$ cat config.mk
export PLATFORM = sky130hd
export DESIGN_NAME = decode_stage_flat
export DESIGN_NICKNAME = d
export VERILOG_FILES = /design/src/rtl/decode_stage_pkg.sv /design/src/rtl/decode_stage_if.sv /design/src/rtl/decode_stage_ibuf.sv /design/src/rtl/decode_stage.sv /design/src/flat_wrapper.sv
export SDC_FILE = /design/constraint.sdc
export NUM_CORES = 1
export LEC_CHECK = 0
export CAP_MARGIN = 20
export CORE_AREA = 2 2 245 247
export DETAILED_ROUTE_END_ITERATION = 8
export DIE_AREA = 0 0 247 249
export GPL_ROUTABILITY_DRIVEN = 0
export GPL_TIMING_DRIVEN = 0
export SLEW_MARGIN = 20
export SYNTH_ARGS = -nofsm -noshare
export SYNTH_HDL_FRONTEND = slang
export SYNTH_SLANG_ARGS = --single-unit
$ cat constraint.sdc
create_clock -name clk -period 17.7 [get_ports clk]
set_clock_uncertainty 0.05 [all_clocks]
set_input_delay 2.655 -clock clk [delete_from_list [all_inputs] [get_ports clk]]
set_output_delay 2.655 -clock clk [all_outputs]
set_load 0.01 [all_outputs]
$ cat src/rtl/decode_stage_pkg.sv
// decode_stage_pkg
//   Shared types and constants for the decode stage: register-address and
//   word types, fetch/decode bundle structs, the decoder control word with
//   its op encodings, the RV opcode constants and the decoder function.
package decode_stage_pkg;

  localparam int XLEN_DEF  = 64;
  localparam int DEPTH_DEF = 2;
  localparam int NBYP_DEF  = 2;

  typedef logic [XLEN_DEF-1:0] word_t;
  typedef logic [4:0]          creg_addr_t;

  // OP_ILLEGAL is the all-zero encoding so a reset control word decodes as "nothing".
  typedef enum logic [2:0] {
    OP_ILLEGAL = 3'd0,
    OP_RTYPE   = 3'd1,
    OP_ITYPE   = 3'd2,
    OP_STYPE   = 3'd3,
    OP_BTYPE   = 3'd4,
    OP_UTYPE   = 3'd5,
    OP_JTYPE   = 3'd6
  } op_e;

  localparam logic [6:0] OPC_LOAD    = 7'h03;
  localparam logic [6:0] OPC_OPIMM   = 7'h13;
  localparam logic [6:0] OPC_AUIPC   = 7'h17;
  localparam logic [6:0] OPC_OPIMM32 = 7'h1b;
  localparam logic [6:0] OPC_STORE   = 7'h23;
  localparam logic [6:0] OPC_OP      = 7'h33;
  localparam logic [6:0] OPC_LUI     = 7'h37;
  localparam logic [6:0] OPC_OP32    = 7'h3b;
  localparam logic [6:0] OPC_BRANCH  = 7'h63;
  localparam logic [6:0] OPC_JALR    = 7'h67;
  localparam logic [6:0] OPC_JAL     = 7'h6f;

  typedef struct packed {
    op_e        op;
    logic [2:0] funct3;
    logic       alt;        // SUB/SRA select
    logic       use_rs1;
    logic       use_rs2;
    logic       reg_write;
  } control_t;

  typedef struct packed {
    word_t       pc;
    logic [31:0] instr;
  } fetch_data_t;

  typedef struct packed {
    word_t       pc;
    word_t       srca;
    word_t       srcb;
    logic [31:0] instr;
    creg_addr_t  rd;
    control_t    ctl;
  } decode_data_t;

  function automatic control_t decode(input logic [31:0] instr);
    control_t c;
    c        = '0;
    c.op     = OP_ILLEGAL;
    c.funct3 = instr[14:12];
    case (instr[6:0])
      OPC_OP, OPC_OP32: begin
        c.op        = OP_RTYPE;
        c.alt       = instr[30];
        c.use_rs1   = 1'b1;
        c.use_rs2   = 1'b1;
        c.reg_write = 1'b1;
      end
      OPC_OPIMM, OPC_OPIMM32, OPC_LOAD, OPC_JALR: begin
        c.op        = OP_ITYPE;
        c.alt       = (instr[6:0] == OPC_OPIMM || instr[6:0] == OPC_OPIMM32)
                      && instr[14:12] == 3'b101 && instr[30];
        c.use_rs1   = 1'b1;
        c.reg_write = 1'b1;
      end
      OPC_STORE: begin
        c.op      = OP_STYPE;
        c.use_rs1 = 1'b1;
        c.use_rs2 = 1'b1;
      end
      OPC_BRANCH: begin
        c.op      = OP_BTYPE;
        c.use_rs1 = 1'b1;
        c.use_rs2 = 1'b1;
      end
      OPC_LUI, OPC_AUIPC: begin
        c.op        = OP_UTYPE;
        c.reg_write = 1'b1;
      end
      OPC_JAL: begin
        c.op        = OP_JTYPE;
        c.reg_write = 1'b1;
      end
      default: c.op = OP_ILLEGAL;
    endcase
    return c;
  endfunction

endpackage

$ cat src/rtl/decode_stage_if.sv
// decode_stage_if
//   Fetch-to-decode and decode-to-execute handshake bundle.
//   in_*  : fetch offers pc/instruction (in_valid/in_ready)
//   out_* : decoded bundle toward execute (out_valid/out_ready)
//   Modports: master = environment side, slave = decode stage side.
interface decode_stage_if #(
  parameter int XLEN = decode_stage_pkg::XLEN_DEF
) ();
  import decode_stage_pkg::*;

  logic              in_valid;
  logic              in_ready;
  logic [XLEN-1:0]   in_pc;
  logic [31:0]       in_instr;

  logic              out_valid;
  logic              out_ready;
  logic [XLEN-1:0]   out_pc;
  logic [XLEN-1:0]   out_srca;
  logic [XLEN-1:0]   out_srcb;
  logic [31:0]       out_instr;
  creg_addr_t        out_rd;
  control_t          out_ctl;

  modport master (
    output in_valid, in_pc, in_instr, out_ready,
    input  in_ready, out_valid, out_pc, out_srca, out_srcb, out_instr, out_rd, out_ctl
  );

  modport slave (
    input  in_valid, in_pc, in_instr, out_ready,
    output in_ready, out_valid, out_pc, out_srca, out_srcb, out_instr, out_rd, out_ctl
  );

endinterface

$ cat src/rtl/decode_stage_ibuf.sv
// ibuf
//   Instruction buffer: DEPTH-entry FIFO of W-bit words (pc+instr).
//   Ports: clk, resetn (async active-low), flush (empties, beats push/pop),
//   push/push_data (ignored when full), pop (ignored when empty),
//   head_data (oldest entry), empty, full.
module ibuf #(
  parameter int W     = 96,
  parameter int DEPTH = 2
) (
  input  logic         clk,
  input  logic         resetn,
  input  logic         flush,
  input  logic         push,
  input  logic [W-1:0] push_data,
  input  logic         pop,
  output logic [W-1:0] head_data,
  output logic         empty,
  output logic         full
);

  localparam int PW = (DEPTH > 1) ? $clog2(DEPTH) : 1;
  localparam int CW = PW + 1;

  logic [W-1:0]  mem_q [DEPTH];
  logic [W-1:0]  mem_d [DEPTH];
  logic [PW-1:0] wr_ptr_q, wr_ptr_d;
  logic [PW-1:0] rd_ptr_q, rd_ptr_d;
  logic [CW-1:0] count_q, count_d;
  logic          do_push, do_pop;

  assign empty     = (count_q == '0);
  assign full      = (count_q == CW'(DEPTH));
  assign head_data = mem_q[rd_ptr_q];
  assign do_push   = push && !full;
  assign do_pop    = pop && !empty;

  always_comb begin
    mem_d    = mem_q;
    wr_ptr_d = wr_ptr_q;
    rd_ptr_d = rd_ptr_q;
    count_d  = count_q;
    if (flush) begin
      wr_ptr_d = '0;
      rd_ptr_d = '0;
      count_d  = '0;
    end else begin
      if (do_push) begin
        mem_d[wr_ptr_q] = push_data;
        wr_ptr_d        = wr_ptr_q + PW'(1);
      end
      if (do_pop) begin
        rd_ptr_d = rd_ptr_q + PW'(1);
      end
      case ({do_push, do_pop})
        2'b10:   count_d = count_q + CW'(1);
        2'b01:   count_d = count_q - CW'(1);
        default: count_d = count_q;
      endcase
    end
  end

  always_ff @(posedge clk or negedge resetn) begin
    if (!resetn) begin
      wr_ptr_q <= '0;
      rd_ptr_q <= '0;
      count_q  <= '0;
    end else begin
      wr_ptr_q <= wr_ptr_d;
      rd_ptr_q <= rd_ptr_d;
      count_q  <= count_d;
    end
  end

  // Storage needs no reset: head_data is only consumed while count_q != 0.
  always_ff @(posedge clk) begin
    mem_q <= mem_d;
  end

endmodule

$ cat src/rtl/decode_stage.sv
// decode_stage
//   Buffers fetched instructions, decodes the buffer head, reads operands
//   from the regfile or the bypass network and issues a registered bundle
//   to execute.
//   Ports: clk, resetn (async active-low); io (decode_stage_if.slave:
//   in_* fetch handshake, out_* execute handshake); rs1/rs2 regfile read
//   addresses with rd1/rd2 combinational read data; byp_valid/byp_rd/
//   byp_data/byp_pending bypass sources (index 0 youngest, highest
//   priority); flush discards everything held.
module decode_stage
  import decode_stage_pkg::*;
#(
  parameter int XLEN  = XLEN_DEF,
  parameter int DEPTH = DEPTH_DEF,
  parameter int NBYP  = NBYP_DEF
) (
  input  logic                 clk,
  input  logic                 resetn,
  decode_stage_if.slave        io,
  output creg_addr_t           rs1,
  output creg_addr_t           rs2,
  input  logic [XLEN-1:0]      rd1,
  input  logic [XLEN-1:0]      rd2,
  input  logic [NBYP-1:0]      byp_valid,
  input  logic [NBYP*5-1:0]    byp_rd,
  input  logic [NBYP*XLEN-1:0] byp_data,
  input  logic [NBYP-1:0]      byp_pending,
  input  logic                 flush
);

  localparam int FW = XLEN + 32;

  logic [FW-1:0]   head_data;
  logic            head_empty;
  logic            head_valid;
  logic            buf_full;
  logic [XLEN-1:0] head_pc;
  logic [31:0]     head_instr;
  control_t        head_ctl;

  logic [XLEN-1:0] srca, srcb;
  logic            pend_a, pend_b;
  logic            hit_a, hit_b;
  logic            hazard;
  logic            issue;

  logic            out_valid_q, out_valid_d;
  logic [XLEN-1:0] out_pc_q,    out_pc_d;
  logic [XLEN-1:0] out_srca_q,  out_srca_d;
  logic [XLEN-1:0] out_srcb_q,  out_srcb_d;
  logic [31:0]     out_instr_q, out_instr_d;
  creg_addr_t      out_rd_q,    out_rd_d;
  control_t        out_ctl_q,   out_ctl_d;

  ibuf #(
    .W     (FW),
    .DEPTH (DEPTH)
  ) u_ibuf (
    .clk       (clk),
    .resetn    (resetn),
    .flush     (flush),
    .push      (io.in_valid),
    .push_data ({io.in_pc, io.in_instr}),
    .pop       (issue),
    .head_data (head_data),
    .empty     (head_empty),
    .full      (buf_full)
  );

  assign io.in_ready = !buf_full;
  assign head_valid  = !head_empty;
  assign head_pc     = head_data[FW-1:32];
  assign head_instr  = head_data[31:0];
  assign head_ctl    = decode(head_instr);

  always_comb begin
    rs1 = '0;
    rs2 = '0;
    if (head_valid) begin
      rs1 = head_instr[19:15];
      rs2 = (head_ctl.op == OP_ITYPE) ? '0 : head_instr[24:20];
    end
  end

  // Operand select: x0 reads zero and never stalls; otherwise the first
  // (lowest-index) live bypass naming the register wins over the regfile.
  always_comb begin
    srca   = '0;
    srcb   = '0;
    pend_a = 1'b0;
    pend_b = 1'b0;
    hit_a  = 1'b0;
    hit_b  = 1'b0;
    if (rs1 != '0) begin
      srca = rd1;
      for (int unsigned i = 0; i < NBYP; i++) begin
        if (!hit_a && byp_valid[i] && byp_rd[i*5 +: 5] == rs1) begin
          hit_a  = 1'b1;
          srca   = byp_data[i*XLEN +: XLEN];
          pend_a = byp_pending[i];
        end
      end
    end
    if (rs2 != '0) begin
      srcb = rd2;
      for (int unsigned i = 0; i < NBYP; i++) begin
        if (!hit_b && byp_valid[i] && byp_rd[i*5 +: 5] == rs2) begin
          hit_b  = 1'b1;
          srcb   = byp_data[i*XLEN +: XLEN];
          pend_b = byp_pending[i];
        end
      end
    end
  end

  assign hazard = head_valid && ((head_ctl.use_rs1 && pend_a) || (head_ctl.use_rs2 && pend_b));
  assign issue  = head_valid && !hazard && (!out_valid_q || io.out_ready) && !flush;

  // Data fields change only on issue, so a stalled bundle stays stable and
  // a flushed one just loses its valid.
  always_comb begin
    out_valid_d = out_valid_q;
    out_pc_d    = out_pc_q;
    out_srca_d  = out_srca_q;
    out_srcb_d  = out_srcb_q;
    out_instr_d = out_instr_q;
    out_rd_d    = out_rd_q;
    out_ctl_d   = out_ctl_q;
    if (flush) begin
      out_valid_d = 1'b0;
    end else if (issue) begin
      out_valid_d = 1'b1;
      out_pc_d    = head_pc;
      out_srca_d  = srca;
      out_srcb_d  = srcb;
      out_instr_d = head_instr;
      out_rd_d    = head_instr[11:7];
      out_ctl_d   = head_ctl;
    end else if (io.out_ready) begin
      out_valid_d = 1'b0;
    end
  end

  always_ff @(posedge clk or negedge resetn) begin
    if (!resetn) begin
      out_valid_q <= 1'b0;
      out_pc_q    <= '0;
      out_srca_q  <= '0;
      out_srcb_q  <= '0;
      out_instr_q <= '0;
      out_rd_q    <= '0;
      out_ctl_q   <= '0;
    end else begin
      out_valid_q <= out_valid_d;
      out_pc_q    <= out_pc_d;
      out_srca_q  <= out_srca_d;
      out_srcb_q  <= out_srcb_d;
      out_instr_q <= out_instr_d;
      out_rd_q    <= out_rd_d;
      out_ctl_q   <= out_ctl_d;
    end
  end

  assign io.out_valid = out_valid_q;
  assign io.out_pc    = out_pc_q;
  assign io.out_srca  = out_srca_q;
  assign io.out_srcb  = out_srcb_q;
  assign io.out_instr = out_instr_q;
  assign io.out_rd    = out_rd_q;
  assign io.out_ctl   = out_ctl_q;

endmodule

$ cat src/flat_wrapper.sv
// flat-port wrapper written by rule: the top's interface ports become plain ports
module decode_stage_flat import decode_stage_pkg::*;
#(
  parameter int XLEN  = XLEN_DEF,
  parameter int DEPTH = DEPTH_DEF,
  parameter int NBYP  = NBYP_DEF
)
  (clk, resetn, rs1, rs2, rd1, rd2, byp_valid, byp_rd, byp_data, byp_pending, flush, io_in_valid, io_in_pc, io_in_instr, io_out_ready, io_in_ready, io_out_valid, io_out_pc, io_out_srca, io_out_srcb, io_out_instr, io_out_rd, io_out_ctl);
  decode_stage_if #(.XLEN(XLEN)) io_i ();
  input  logic clk;
  input  logic resetn;
  output creg_addr_t rs1;
  output creg_addr_t rs2;
  input  logic [XLEN-1:0] rd1;
  input  logic [XLEN-1:0] rd2;
  input  logic [NBYP-1:0] byp_valid;
  input  logic [NBYP*5-1:0] byp_rd;
  input  logic [NBYP*XLEN-1:0] byp_data;
  input  logic [NBYP-1:0] byp_pending;
  input  logic flush;
  input wire logic [$bits(io_i.in_valid)-1:0] io_in_valid;
  input wire logic [$bits(io_i.in_pc)-1:0] io_in_pc;
  input wire logic [$bits(io_i.in_instr)-1:0] io_in_instr;
  input wire logic [$bits(io_i.out_ready)-1:0] io_out_ready;
  output wire logic [$bits(io_i.in_ready)-1:0] io_in_ready;
  output wire logic [$bits(io_i.out_valid)-1:0] io_out_valid;
  output wire logic [$bits(io_i.out_pc)-1:0] io_out_pc;
  output wire logic [$bits(io_i.out_srca)-1:0] io_out_srca;
  output wire logic [$bits(io_i.out_srcb)-1:0] io_out_srcb;
  output wire logic [$bits(io_i.out_instr)-1:0] io_out_instr;
  output wire logic [$bits(io_i.out_rd)-1:0] io_out_rd;
  output wire logic [$bits(io_i.out_ctl)-1:0] io_out_ctl;
  assign io_i.in_valid = io_in_valid;
  assign io_i.in_pc = io_in_pc;
  assign io_i.in_instr = io_in_instr;
  assign io_i.out_ready = io_out_ready;
  assign io_in_ready = io_i.in_ready;
  assign io_out_valid = io_i.out_valid;
  assign io_out_pc = io_i.out_pc;
  assign io_out_srca = io_i.out_srca;
  assign io_out_srcb = io_i.out_srcb;
  assign io_out_instr = io_i.out_instr;
  assign io_out_rd = io_i.out_rd;
  assign io_out_ctl = io_i.out_ctl;
  decode_stage #(.XLEN(XLEN), .DEPTH(DEPTH), .NBYP(NBYP)) u_core (.clk(clk), .resetn(resetn), .io(io_i), .rs1(rs1), .rs2(rs2), .rd1(rd1), .rd2(rd2), .byp_valid(byp_valid), .byp_rd(byp_rd), .byp_data(byp_data), .byp_pending(byp_pending), .flush(flush));
endmodule
### Word-level counts from Yosys, hierarchy flattened

Index checks and enable logic that the tools add are counted.

* register bits after elaboration: 436
* logic and storage cells: 128
* bits in writable memories: 0
* bits in latches: 0
* ROM bits: 0
* output and inout bits: 251
* memories kept: 0

* multiply operators: 0
* shift-type cells: 0
* divide/modulo/power cells: 0
* add/sub/neg operators: 4
* bitwise logic cells: 3
* multiplexer cells: 39
* order comparisons: 3
* eq/ne operators: 20
* reductions and logical operators: 42

Operator list (number)
* two-way mux 64 bit: 6
* two-way mux 96 bit: 4
* bitwise mux 192 bit: 1
* demux 96 bit (select 1 bit): 1
* equality test 7 x 6 -> 1 bit, second input constant: 4
* equality test 7 x 5 -> 1 bit, second input constant: 3
* equality test 7 bit, second input constant: 3
* equality test 5 bit: 4
* two-way mux 1 bit: 20
* one-hot mux 3 bit (6 select lines): 1
* logical AND 1 bit: 17
* two-way mux 5 bit: 3
* nonzero test 5 bit: 2
* OR reduction 9 bit: 1
* OR reduction 4 bit: 2
* OR reduction 8 bit: 1
* equality test 7 x 2 -> 1 bit, second input constant: 1
* logical NOT 1 bit: 7
* nonzero test 3 bit: 2
* equality test 2 bit, second input constant: 2
* greater-or-equal comparator 2 bit, second input constant: 2
* NOT 1 -> 2 bit: 2
* one-hot mux 2 bit (2 select lines): 1
* AND reduction 2 bit: 2
* other kinds (14): 19

### Logic depth before layout (Yosys ltp)

* word-level depth: 30
* mapped depth: 15

### Modules after synthesis

A second synthesis with hierarchy kept.

* cell total of the unflattened synthesis: 1397
* area total of the unflattened synthesis: 19597.5 um^2

By module, submodules not included
* decode_stage: area an instance 12449.4 um^2, instances 1, cells an instance 1073, seq. area each 5805.6 um^2
* ibuf: area an instance 7148.1 um^2, instances 1, cells an instance 324, seq. area each 5865.6 um^2

### Worst setup path after synthesis

Ideal clock, no wire load.

* kind: input to register
* from: in io_in_valid
* to: reg u_core.u_ibuf.mem_q[0] (netlist bit) (enable)
* buffers on the path: 0
* arrival: 9737 ps
* required time: 16962 ps
* stages on the path: 2
* path slack: 7225 ps
* path through: nand2_1 > nor3b_1

* word-level cells in the longest chain between the ends: 2

Ends and longest elaborated chain
* start: declaration: line flat_wrapper.sv:21 `input wire logic [$bits(io_i.in_valid)-1:0] io_in_valid;`
* logical AND 1 bit: line decode_stage_ibuf.sv:34 `assign do_push = push && !full;`
* AND reduction 2 bit (no line)
* end signal: assignment: line decode_stage_ibuf.sv:76 `mem_q <= mem_d;`
* end: declaration: line decode_stage_ibuf.sv:24 `logic [W-1:0] mem_q [DEPTH];`

No other way between the ends.
A chain may end at the register's enable or synchronous reset.

### Final worst setup path

* from: reg u_core.u_ibuf.rd_ptr_q
* to: out rs2[3]

* word-level cells in the longest chain between the ends: 10
* elaborated cells between the ends (all ways): 22
* classes of those cells: eq/ne: 12; mux: 6; bitwise: 1; reduce/logical: 3

Ends and longest elaborated chain
* start: declaration: line decode_stage_ibuf.sv:27 `logic [PW-1:0] rd_ptr_q, rd_ptr_d;`
* start signal: assignment: line decode_stage_ibuf.sv:69 `rd_ptr_q <= rd_ptr_d;`
* NOT 1 -> 2 bit (not written as such) (*): line decode_stage_ibuf.sv:33 `assign head_data = mem_q[rd_ptr_q];`
* two-way mux 96 bit (not written as such) (*) (3 in series): line decode_stage_ibuf.sv:33
* equality test 7 x 2 -> 1 bit (tied with other cells): line decode_stage_pkg.sv:65 `case (instr[6:0])`
* OR reduction 4 bit / OR reduction 2 bit (equally long branches)
* one-hot mux 3 bit (6 select lines): line decode_stage_pkg.sv:65
* equality test 3 x 2 -> 1 bit: line decode_stage.sv:81 `rs2 = (head_ctl.op == OP_ITYPE) ? '0 : head_instr[24:20];`
* two-way mux 5 bit (*): line decode_stage.sv:81
* two-way mux 5 bit (*): line decode_stage.sv:79 `if (head_valid) begin`
* end: declaration: line flat_wrapper.sv:13 `output creg_addr_t rs2;`

Mark *: on every way between the ends. The rest lies on a longest branch, timed or not. The select of a mux whose other input is x is not followed.

==> results.yml <==
synthesis:
  syn_area_um2: 19500
  syn_inst: 1587
  synth-edff-count: 192
  avgSynthCellArea_um2: 12.3
  yosysMostFrequentCell: "nand2_1"
  yosys_warnings: 0
  yosysSeqAreaShare_pct: 59.8
  synth_cell_types: 59
  yosysTopAreaCellShare_pct: 30.2
  synth_commonest_cells: "239 x nand2_1, 236 x dfrtp_1, 221 x mux2i_1"
  synthFlopType: "dfrtp_1"
  syn_nets: 1958
  ys_seq_elements: 428
  synth_area_leaders: "dfrtp_1 30%, edfxtp_1 30%, mux2i_1 11%, a2111oi_2 4.6%, nand2_1 4.6%"
  synth_area_leader_cell: "dfrtp_1"
  async_reset_ff_share_pct: 55.1
setup_path:
  cp-end-kind: "primary output"
  r2r_cells: 12
  crit_slowest_cell: "clkdlybuf4s50_1"
  startpoint_type: "register"
  cp_max_fo: 10
  critPathArrivalTime_ps: 3070
  crit_chain: "buf_6 -> mux2_4 -> nor4_4 -> o221ai_2 -> nand2_1 -> nor2_1 -> clkdlybuf4s50_1"
  cp_slowest_stage_delay_ps: 520
  path_class: "register to primary output"
  cp_data_required_time_ps: 15000
placement:
  dp_hpwl_um: 58000
  port_buffers: 621
  placed_area_um2: 27000
sta:
  fmax_ghz: 0.173
  setup_viol: 0
  rsz0062_at_grt: "false"
  worst_pin_slew_ps: 963
  drv_slew: 0
  slew-limit-headroom_pct: 35.8
  setup_tns_ps: 0
  hold_violations: 0
  period_needed_ps: 5780
  holdWs_ps: 425
  min_period_over_period_pct: 32.6
grt:
  grt_pass1_vias: 16310
  grt-ovfl-total: 0
  gr-usage-all-layers_pct: 23.2
  grt_pass1_wl_um: 107000
  grt_max_degree: 85
  antenna_found_initial: 23
layout:
  finalNetCount: 2656
  final_cell_area_um2: 28700
  syn_to_final_growth_pct: 46.7
  drive_above_1_share_pct: 11.8
drt:
  routed_wl_um: 73700
  avgViaCountPerCell: 5.09
  drt-initial-drc-count: 918
  drc_errors: 0
  vias: 15819
  drtAntennaViolNets: 0
  wl_per_cell_um: 23.7
  drtPass1Iterations: 4
pwr:
  p_leak_nw: 11.7
  powerDensity_nw_per_um2: 151
  ir_drop_v: 0.0000916
  power_mw: 4.32
hold_path:
  min_path_cells: 1
  worstHoldPathType: "register to register"
floorplanning:
  top_level_ports: 622
  die_h_um: 249
  num_rows: 89
  coreArea_um2: 58700
  die_x_um: 247
  die_area_um2: 61500
  start_util_pct: 33.3
cts:
  cts_buffer_depth: 3
  cts.sinks: 428
  hold_buffers: 0
  cts.clk_slew.worst_paths_ps: 60
  numCtsBuffers: 47
  ctsResizeCount: 0
  post_cts_buffers: 0
  cts_tree: "done"
  clk_latency_ps: 580
  clockRootBuffer: "clkbuf_16"
  htree_levels: 2
flow_run:
  cap_viol_max_count: 0
status:
  status: "completed"
==> kinds of logic after synthesis <==
family	after synthesis	share of synthesized area [%]
DFF	428	59.8
AOI/OAI and AO/OA	418	16.3
and+or+nand+nor	368	7.80
muxes	228	11.8
buffers and inverters	134	3.91
xor gates and xnor gates	11	0.493
==> final timing paths <==
check                                                to              startpoint  slack (ps)
worst min-delay path             u_core.io.out_srcb[30]  u_core.io.out_srcb[30]         420
worst min register to register   u_core.io.out_srcb[30]  u_core.io.out_srcb[30]         420
worst max register to register   u_core.io.out_srca[54]  u_core.u_ibuf.rd_ptr_q       13510
worst max-delay path                             rs2[3]  u_core.u_ibuf.rd_ptr_q       11920
max in group asynchronous        u_core.io.out_srca[33]                  resetn       14630
min in group asynchronous       u_core.io.out_instr[29]                  resetn        2030
==> where the power goes <==
group	leakage [nW]	total, mW	switching (mW)	internal [mW]
sequential	4.81	1.49	0.162	1.33
combinational	6.09	1.81	0.952	0.854
clock	0.804	1.02	0.416	0.608
total	11.7	4.32	1.53	2.79
==> cells in the final DEF, fill, tap and decap left out, types with 4 or more instances in the layout <==
master,n
buf_2,46
buf_6,23
a21oi_1,12
clkdlybuf4s50_1,620
xor2_1,6
mux2_2,4
a2111oi_2,60
xnor2_1,5
buf_4,40
edfxtp_1,192
a2111oi_0,4
bufinv_16,5
clkbuf_1,52
buf_1,5
mux2i_1,221
clkinv_2,11
nor2_1,84
o211ai_1,4
a21o_1,65
o21ai_0,176
diode_2,13
nor3_1,6
a31oi_1,4
dfrtp_1,236
o31ai_1,71
clkbuf_8,8
nor4_1,4
clkbuf_16,48
nand3_1,5
nand2_1,239
or2_2,4
==> flip-flops by register name, summed over array words and instances, names as in the netlist <==
| signal | count |
|---|---|
| u_core.u_ibuf.mem_q | 192 |
| u_core.io.out_valid | 1 |
| u_core.io.out_srcb | 64 |
| u_core.io.out_instr | 26 |
| u_core.u_ibuf.wr_ptr_q | 1 |
| u_core.u_ibuf.rd_ptr_q | 1 |
| u_core.io.out_srca | 64 |
| u_core.io.out_rd | 4 |
| u_core.u_ibuf.count_q | 2 |
| u_core.io.out_pc | 64 |
| u_core.io.out_ctl | 9 |
==> per-layer routing <==
metal	up-vias	wire [µm]	track usage (%)	part of all wire, %
met5	-	70	0	0.095
li1	7279	-	-	-
met4	10	1970	7.59	2.7
met2	581	36800	40.0	50
met3	108	5960	6.93	8.1
met1	7841	28900	27.5	39
==> metrics by stage <==
stage	std cells	worst slack [ps]	utilization (%)
after CTS	3097	11900	48.8
after detailed placement	3009	11540	46.0
after floorplan	1587	7230	-
final	3110	11920	48.8
after global routing	3109	11760	48.8
after global placement	2981	1450	45.5
==> critical path, delay by kind of cell, from the launching register on <==
family                 cells  cell delay, ps
AOI/OAI and AO/OA          1             260
buffers and inverters      2             680
DFF                        1             370
and+or+nand+nor            3             840
muxes                      1             350
==> cell type report <==
class	count	area (µm²)
clock inverter	23	283
tap	773	967
sequential	428	11700
antenna	13	32.5
clock buffer	65	1350
fill	5235	30000
buffer	131	752
multi-input combinational	1025	7110
inverter	3	11.3
timing repair buffer	649	6490
Power figures use the tool's default switching activity.
